===== config.mk =====
export PLATFORM = sky130hd
export DESIGN_NAME = p2s_tx
export DESIGN_NICKNAME = d
export VERILOG_FILES = /design/src/rtl/p2s_pkg.sv /design/src/rtl/p2s_tx.sv
export SDC_FILE = /design/constraint.sdc
export NUM_CORES = 1
export LEC_CHECK = 0
export ABC_AREA = 1
export BUFFER_PORTS_ARGS = -buffer_cell sky130_fd_sc_hd__buf_2
export CORE_UTILIZATION = 40
export DETAILED_ROUTE_END_ITERATION = 6
export GPL_TIMING_DRIVEN = 0
export MAX_ROUTING_LAYER = met4
export PLACE_DENSITY = 0.68
export SYNTH_ARGS = -nofsm -noshare
export SYNTH_HDL_FRONTEND = slang
export SYNTH_SLANG_ARGS = --single-unit

===== constraint.sdc =====
create_clock -name clk -period 1.8 [get_ports clk]
set_input_delay 0.27 -clock clk [delete_from_list [all_inputs] [get_ports clk]]
set_output_delay 0.27 -clock clk [all_outputs]
set_load 0.005 [all_outputs]

===== src/rtl/p2s_pkg.sv =====
// Shared definitions for the p2s_tx serialiser: FSM state encoding and default word width.
package p2s_pkg;

  localparam int P2S_DEFAULT_WIDTH = 8;

  typedef enum logic [1:0] {
    ST_IDLE   = 2'd0,
    ST_SHIFT  = 2'd1,
    ST_COMMIT = 2'd2
  } p2s_state_e;

endpackage


===== src/rtl/p2s_tx.sv =====
// Parallel-to-serial transmitter: 2-deep buffer (shift + holding register), LSB-first frames
// of PORT_WIDTH data cycles plus one commit cycle. Define P2S_PARITY_EN to send even parity on so during commit.
module p2s_tx
  import p2s_pkg::*;
#(
  parameter int PORT_WIDTH = P2S_DEFAULT_WIDTH
) (
  input  logic                  clk,
  input  logic                  rst_n,
  input  logic [PORT_WIDTH-1:0] pi,
  input  logic                  pi_valid,
  output logic                  pi_ready,
  output logic                  so,
  output logic                  dat_en,
  output logic                  busy,
  output p2s_state_e            state_dbg
);

  localparam int CW = $clog2(PORT_WIDTH + 1);
  localparam logic [CW-1:0] CNT_LAST = CW'(PORT_WIDTH - 1);

  // Handshake: a word transfers on a rising edge where pi_valid && pi_ready; pi_ready depends
  // only on the holding register being empty, so it never waits on pi_valid.

  p2s_state_e            state_q, state_d;
  logic [CW-1:0]         cnt_q, cnt_d;
  logic [PORT_WIDTH-1:0] sr_q, sr_d;
  logic [PORT_WIDTH-1:0] hr_q, hr_d;
  logic                  hr_valid_q, hr_valid_d;
  logic                  so_q, so_d;
  logic                  dat_en_q, dat_en_d;
  logic                  accept;
  logic                  cur_bit;
  logic                  commit_bit;

  assign pi_ready  = !hr_valid_q;
  assign accept    = pi_valid && pi_ready;
  assign so        = so_q;
  assign dat_en    = dat_en_q;
  // The commit cycle is still part of the frame even though the FSM has already left SHIFT.
  assign busy      = (state_q != ST_IDLE) || hr_valid_q || dat_en_q;
  assign state_dbg = state_q;

`ifdef P2S_PARITY_EN
  assign commit_bit = ^sr_q;
`else
  assign commit_bit = 1'b0;
`endif

  always_comb begin
    cur_bit = 1'b0;
    for (int i = 0; i < PORT_WIDTH; i++) begin
      if (cnt_q == CW'(i)) cur_bit = sr_q[i];
    end
  end

  always_comb begin
    state_d    = state_q;
    cnt_d      = cnt_q;
    sr_d       = sr_q;
    hr_d       = hr_q;
    hr_valid_d = hr_valid_q;
    so_d       = 1'b0;
    dat_en_d   = 1'b0;
    case (state_q)
      ST_IDLE: begin
        if (accept) begin
          sr_d    = pi;
          cnt_d   = '0;
          state_d = ST_SHIFT;
        end
      end
      ST_SHIFT: begin
        so_d     = cur_bit;
        dat_en_d = 1'b1;
        if (accept) begin
          hr_d       = pi;
          hr_valid_d = 1'b1;
        end
        if (cnt_q == CNT_LAST) begin
          state_d = ST_COMMIT;
        end else begin
          cnt_d = cnt_q + CW'(1);
        end
      end
      ST_COMMIT: begin
        so_d     = commit_bit;
        dat_en_d = 1'b1;
        cnt_d    = '0;
        // Reloading SR here keeps dat_en high across back-to-back frames.
        if (hr_valid_q) begin
          sr_d       = hr_q;
          hr_valid_d = 1'b0;
          state_d    = ST_SHIFT;
        end else if (accept) begin
          sr_d    = pi;
          state_d = ST_SHIFT;
        end else begin
          state_d = ST_IDLE;
        end
      end
      default: begin
        state_d = ST_IDLE;
        cnt_d   = '0;
      end
    endcase
  end

  always_ff @(posedge clk or negedge rst_n) begin
    if (!rst_n) begin
      state_q    <= ST_IDLE;
      cnt_q      <= '0;
      sr_q       <= '0;
      hr_q       <= '0;
      hr_valid_q <= 1'b0;
      so_q       <= 1'b0;
      dat_en_q   <= 1'b0;
    end else begin
      state_q    <= state_d;
      cnt_q      <= cnt_d;
      sr_q       <= sr_d;
      hr_q       <= hr_d;
      hr_valid_q <= hr_valid_d;
      so_q       <= so_d;
      dat_en_q   <= dat_en_d;
    end
  end

endmodule


==> results.json <==
{
  "grt_pass1_vias": 1002,
  "die_y_um": 60.2,
  "start_kind": "register",
  "dpl.hpwl_um": 1970,
  "status": "complete, no violations",
  "ys_ff_latch": 25,
  "insertion_delay_ns": 0.31,
  "postCtsSetupBuffers": 0,
  "arrival_ns": 1.36,
  "grt_setup_unrepaired": "no",
  "gr-total-overflow": 0,
  "crit_path_max_fanout": 5,
  "die_w_um": 60.2,
  "synthToLayoutAreaGrowth_pct": 12.8,
  "grt_antenna_before_repair": 0,
  "drtAntennaViolNets": 0,
  "seq_area_frac_synth_pct": 46.3,
  "ir_worst_vdd_uv": 630,
  "period_minus_slack_ns": 1.63,
  "drc": 0,
  "gp_congestion": 0.839,
  "yosysTopAreaCell": "dfrtp_1",
  "cts_inserted_buffers": 3,
  "yosys.area.top_type_share_pct": 46.3,
  "place_area_mm2": 0.00149,
  "cts_tree": "built",
  "ys_dominant_reg_cell": "dfrtp_1",
  "setup_tns_ns": 0,
  "htree_levels": 1,
  "worst_hold_slack_ns": 0.205,
  "yosysWarnings": 0,
  "first_iter_violations": 28,
  "ios": 17,
  "min_path_type": "in2reg",
  "synthCells": 150,
  "multi_input_area_um2": 612,
  "layout_common_cells": "nand2_1, dfrtp_1, inv_1",
  "p_total_mw": 2.31,
  "fmax_mhz": 615,
  "async_flop_share_pct": 100,
  "synth_area_leaders": "dfrtp_1, nand2_1, ha_1, inv_1, a221oi_2",
  "wl_per_cell_um": 12.1,
  "final_area_mm2": 0.00153,
  "grt_pass1_wl_um": 4540,
  "setup_ws_ns": 0.174,
  "grt_use_total_pct": 17.6,
  "clock_skew_ns": 0.00157,
  "tightest_slew_ns": 0.555,
  "synth_area_mm2": 0.00135,
  "cts.path.max_buffers": 2,
  "dp_slack_ns": 0.205,
  "coreArea_mm2": 0.00313,
  "rows": 20,
  "slowest_delay_ns": 0.45,
  "worst_path_max_delay_cell": "dfrtp_1",
  "power_leakage_nw": 0.775,
  "root_buffer": "clkbuf_4",
  "powerDensity_mw_per_mm2": 1510,
  "grt_max_degree": 26,
  "path_clk_slew_ns": 0.14,
  "fillers": 290,
  "drive_gt1_share_pct": 24.0,
  "floorplan.initialDensity_pct": 43.2,
  "max_slew_margin_pct": 63.0,
  "fin_crit_sh_pct": 90.3,
  "dieArea_mm2": 0.00362,
  "syn_avg_cell_area_um2": 9.02,
  "crit_type": "reg2out",
  "setup_viol": 0,
  "first_pass_iters": 4,
  "cap_viol_max_count": 0,
  "vias_per_cell": 4.91,
  "synth_enable_flop_cells": 0,
  "clock_sinks": 25,
  "worstPathRequired_ns": 1.53,
  "syn_nets": 169,
  "port_buffers": 16,
  "final_hold_viol_count": 0,
  "final_common_cell": "nand2_1",
  "endpoint_kind": "output pin",
  "drv_slew": 0,
  "routed_wl_um": 2600,
  "crit_path_cell_trace": "inv_1, ha_1, nand3b_1, buf_2",
  "dr_total_vias": 1055,
  "antenna_cells": 0,
  "fin_nets": 191,
  "ys_types": 26,
  "seq_area_um2": 626
}
-- repair_timing --
item                      CTS  global route
hold endpoints to repair   25             0
gates resized for setup     0             0
hold buffers                1             0
-- worst paths after layout --
check | cells past startpoint | slack (ns) | endpoint | startpoint
setup reg to reg | 6 | 0.19 | sr_q[5]$_DFFE_PN0P_ | state_dbg[0]$_DFFE_PN0P_
min in group asynchronous | 2 | 0.46 | so$_DFF_PN0_ | rst_n
hold reg to reg | 2 | 0.50 | hr_q[2]$_DFFE_PN0P_ | hr_q[2]$_DFFE_PN0P_
hold / removal | 3 | 0.20 | sr_q[3]$_DFFE_PN0P_ | pi[3]
setup / recovery | 4 | 0.17 | busy | state_dbg[1]$_DFFE_PN0P_
max in group asynchronous | 2 | 0.98 | sr_q[2]$_DFFE_PN0P_ | rst_n
-- where the power goes --
part / leakage, nW / switching [mW] / total, mW / internal, mW
clock: 0.0177 / 0.170 / 0.254 / 0.0831
sequential: 0.306 / 0.144 / 0.951 / 0.807
combinational: 0.451 / 0.660 / 1.10 / 0.441
total: 0.775 / 0.974 / 2.31 / 1.33
-- logic make-up (layout without fill, tap and decap cells) --
family | Yosys count | in the layout | share of synthesized area [%]
buffers and inverters | 28 | 49 | 8.51
AND/OR/NAND/NOR | 59 | 59 | 20.7
flip-flops | 25 | 25 | 46.3
adder cells (fa/ha/maj) | 8 | 8 | 7.40
XOR/XNOR | 1 | 1 | 0.648
AO/OA/AOI/OAI | 29 | 29 | 16.5
-- layout make-up --
cell class              instances  share of cell area [%]
flip-flops and latches         25                    41.0
clock buffers                   3                    1.48
clock inverters                 1                   0.328
multi-input cells              97                    40.1
well taps                      44                    3.61
plain buffers                   3                    1.39
inverters                      25                    6.15
repair buffers                 17                    5.91
-- critical path: cells and delay by family (launching register included) --
kind	cells	cell delay, ns
and+or+nand+nor	1	0.09
adders and majority gates	1	0.26
DFF	1	0.45
buffers and inverters	2	0.25
-- synth_stat cells, types with 4 or more instances --
cell       n
nand3_1    7
ha_1       8
nor3_1     5
nor2_1     9
dfrtp_1   25
o21ai_1    4
o21ai_0   11
a221oi_2   4
inv_1     22
a211oi_2   4
nand2_1   29
-- per-layer routing --
metal | wire length (um) | part of all wire, % | vias to the layer above | track usage, %
li1 | - | - | 536 | -
met1 | 1250 | 48 | 504 | 23.1
met2 | 1270 | 49 | 13 | 27.8
met3 | 53 | 2.0 | 2 | 1.30
met4 | 27 | 1.0 | 0 | 7.97
met5 | 0 | 0 | - | -
-- metrics by stage --
step | util, % | cells
floorplan | - | 150
global placement | 47.6 | 210
detailed placement | 47.6 | 210
CTS | 48.8 | 215
global route | 48.8 | 215
finish | 48.8 | 215
-- flip-flops by register name, indices dropped and copies added (netlist names) --
name / count
hr_q: 8
sr_q: 8
cnt_q: 4
state_dbg: 2
dat_en: 1
hr_valid_q: 1
so: 1
No activity file was read; power rests on OpenSTA's default activity.
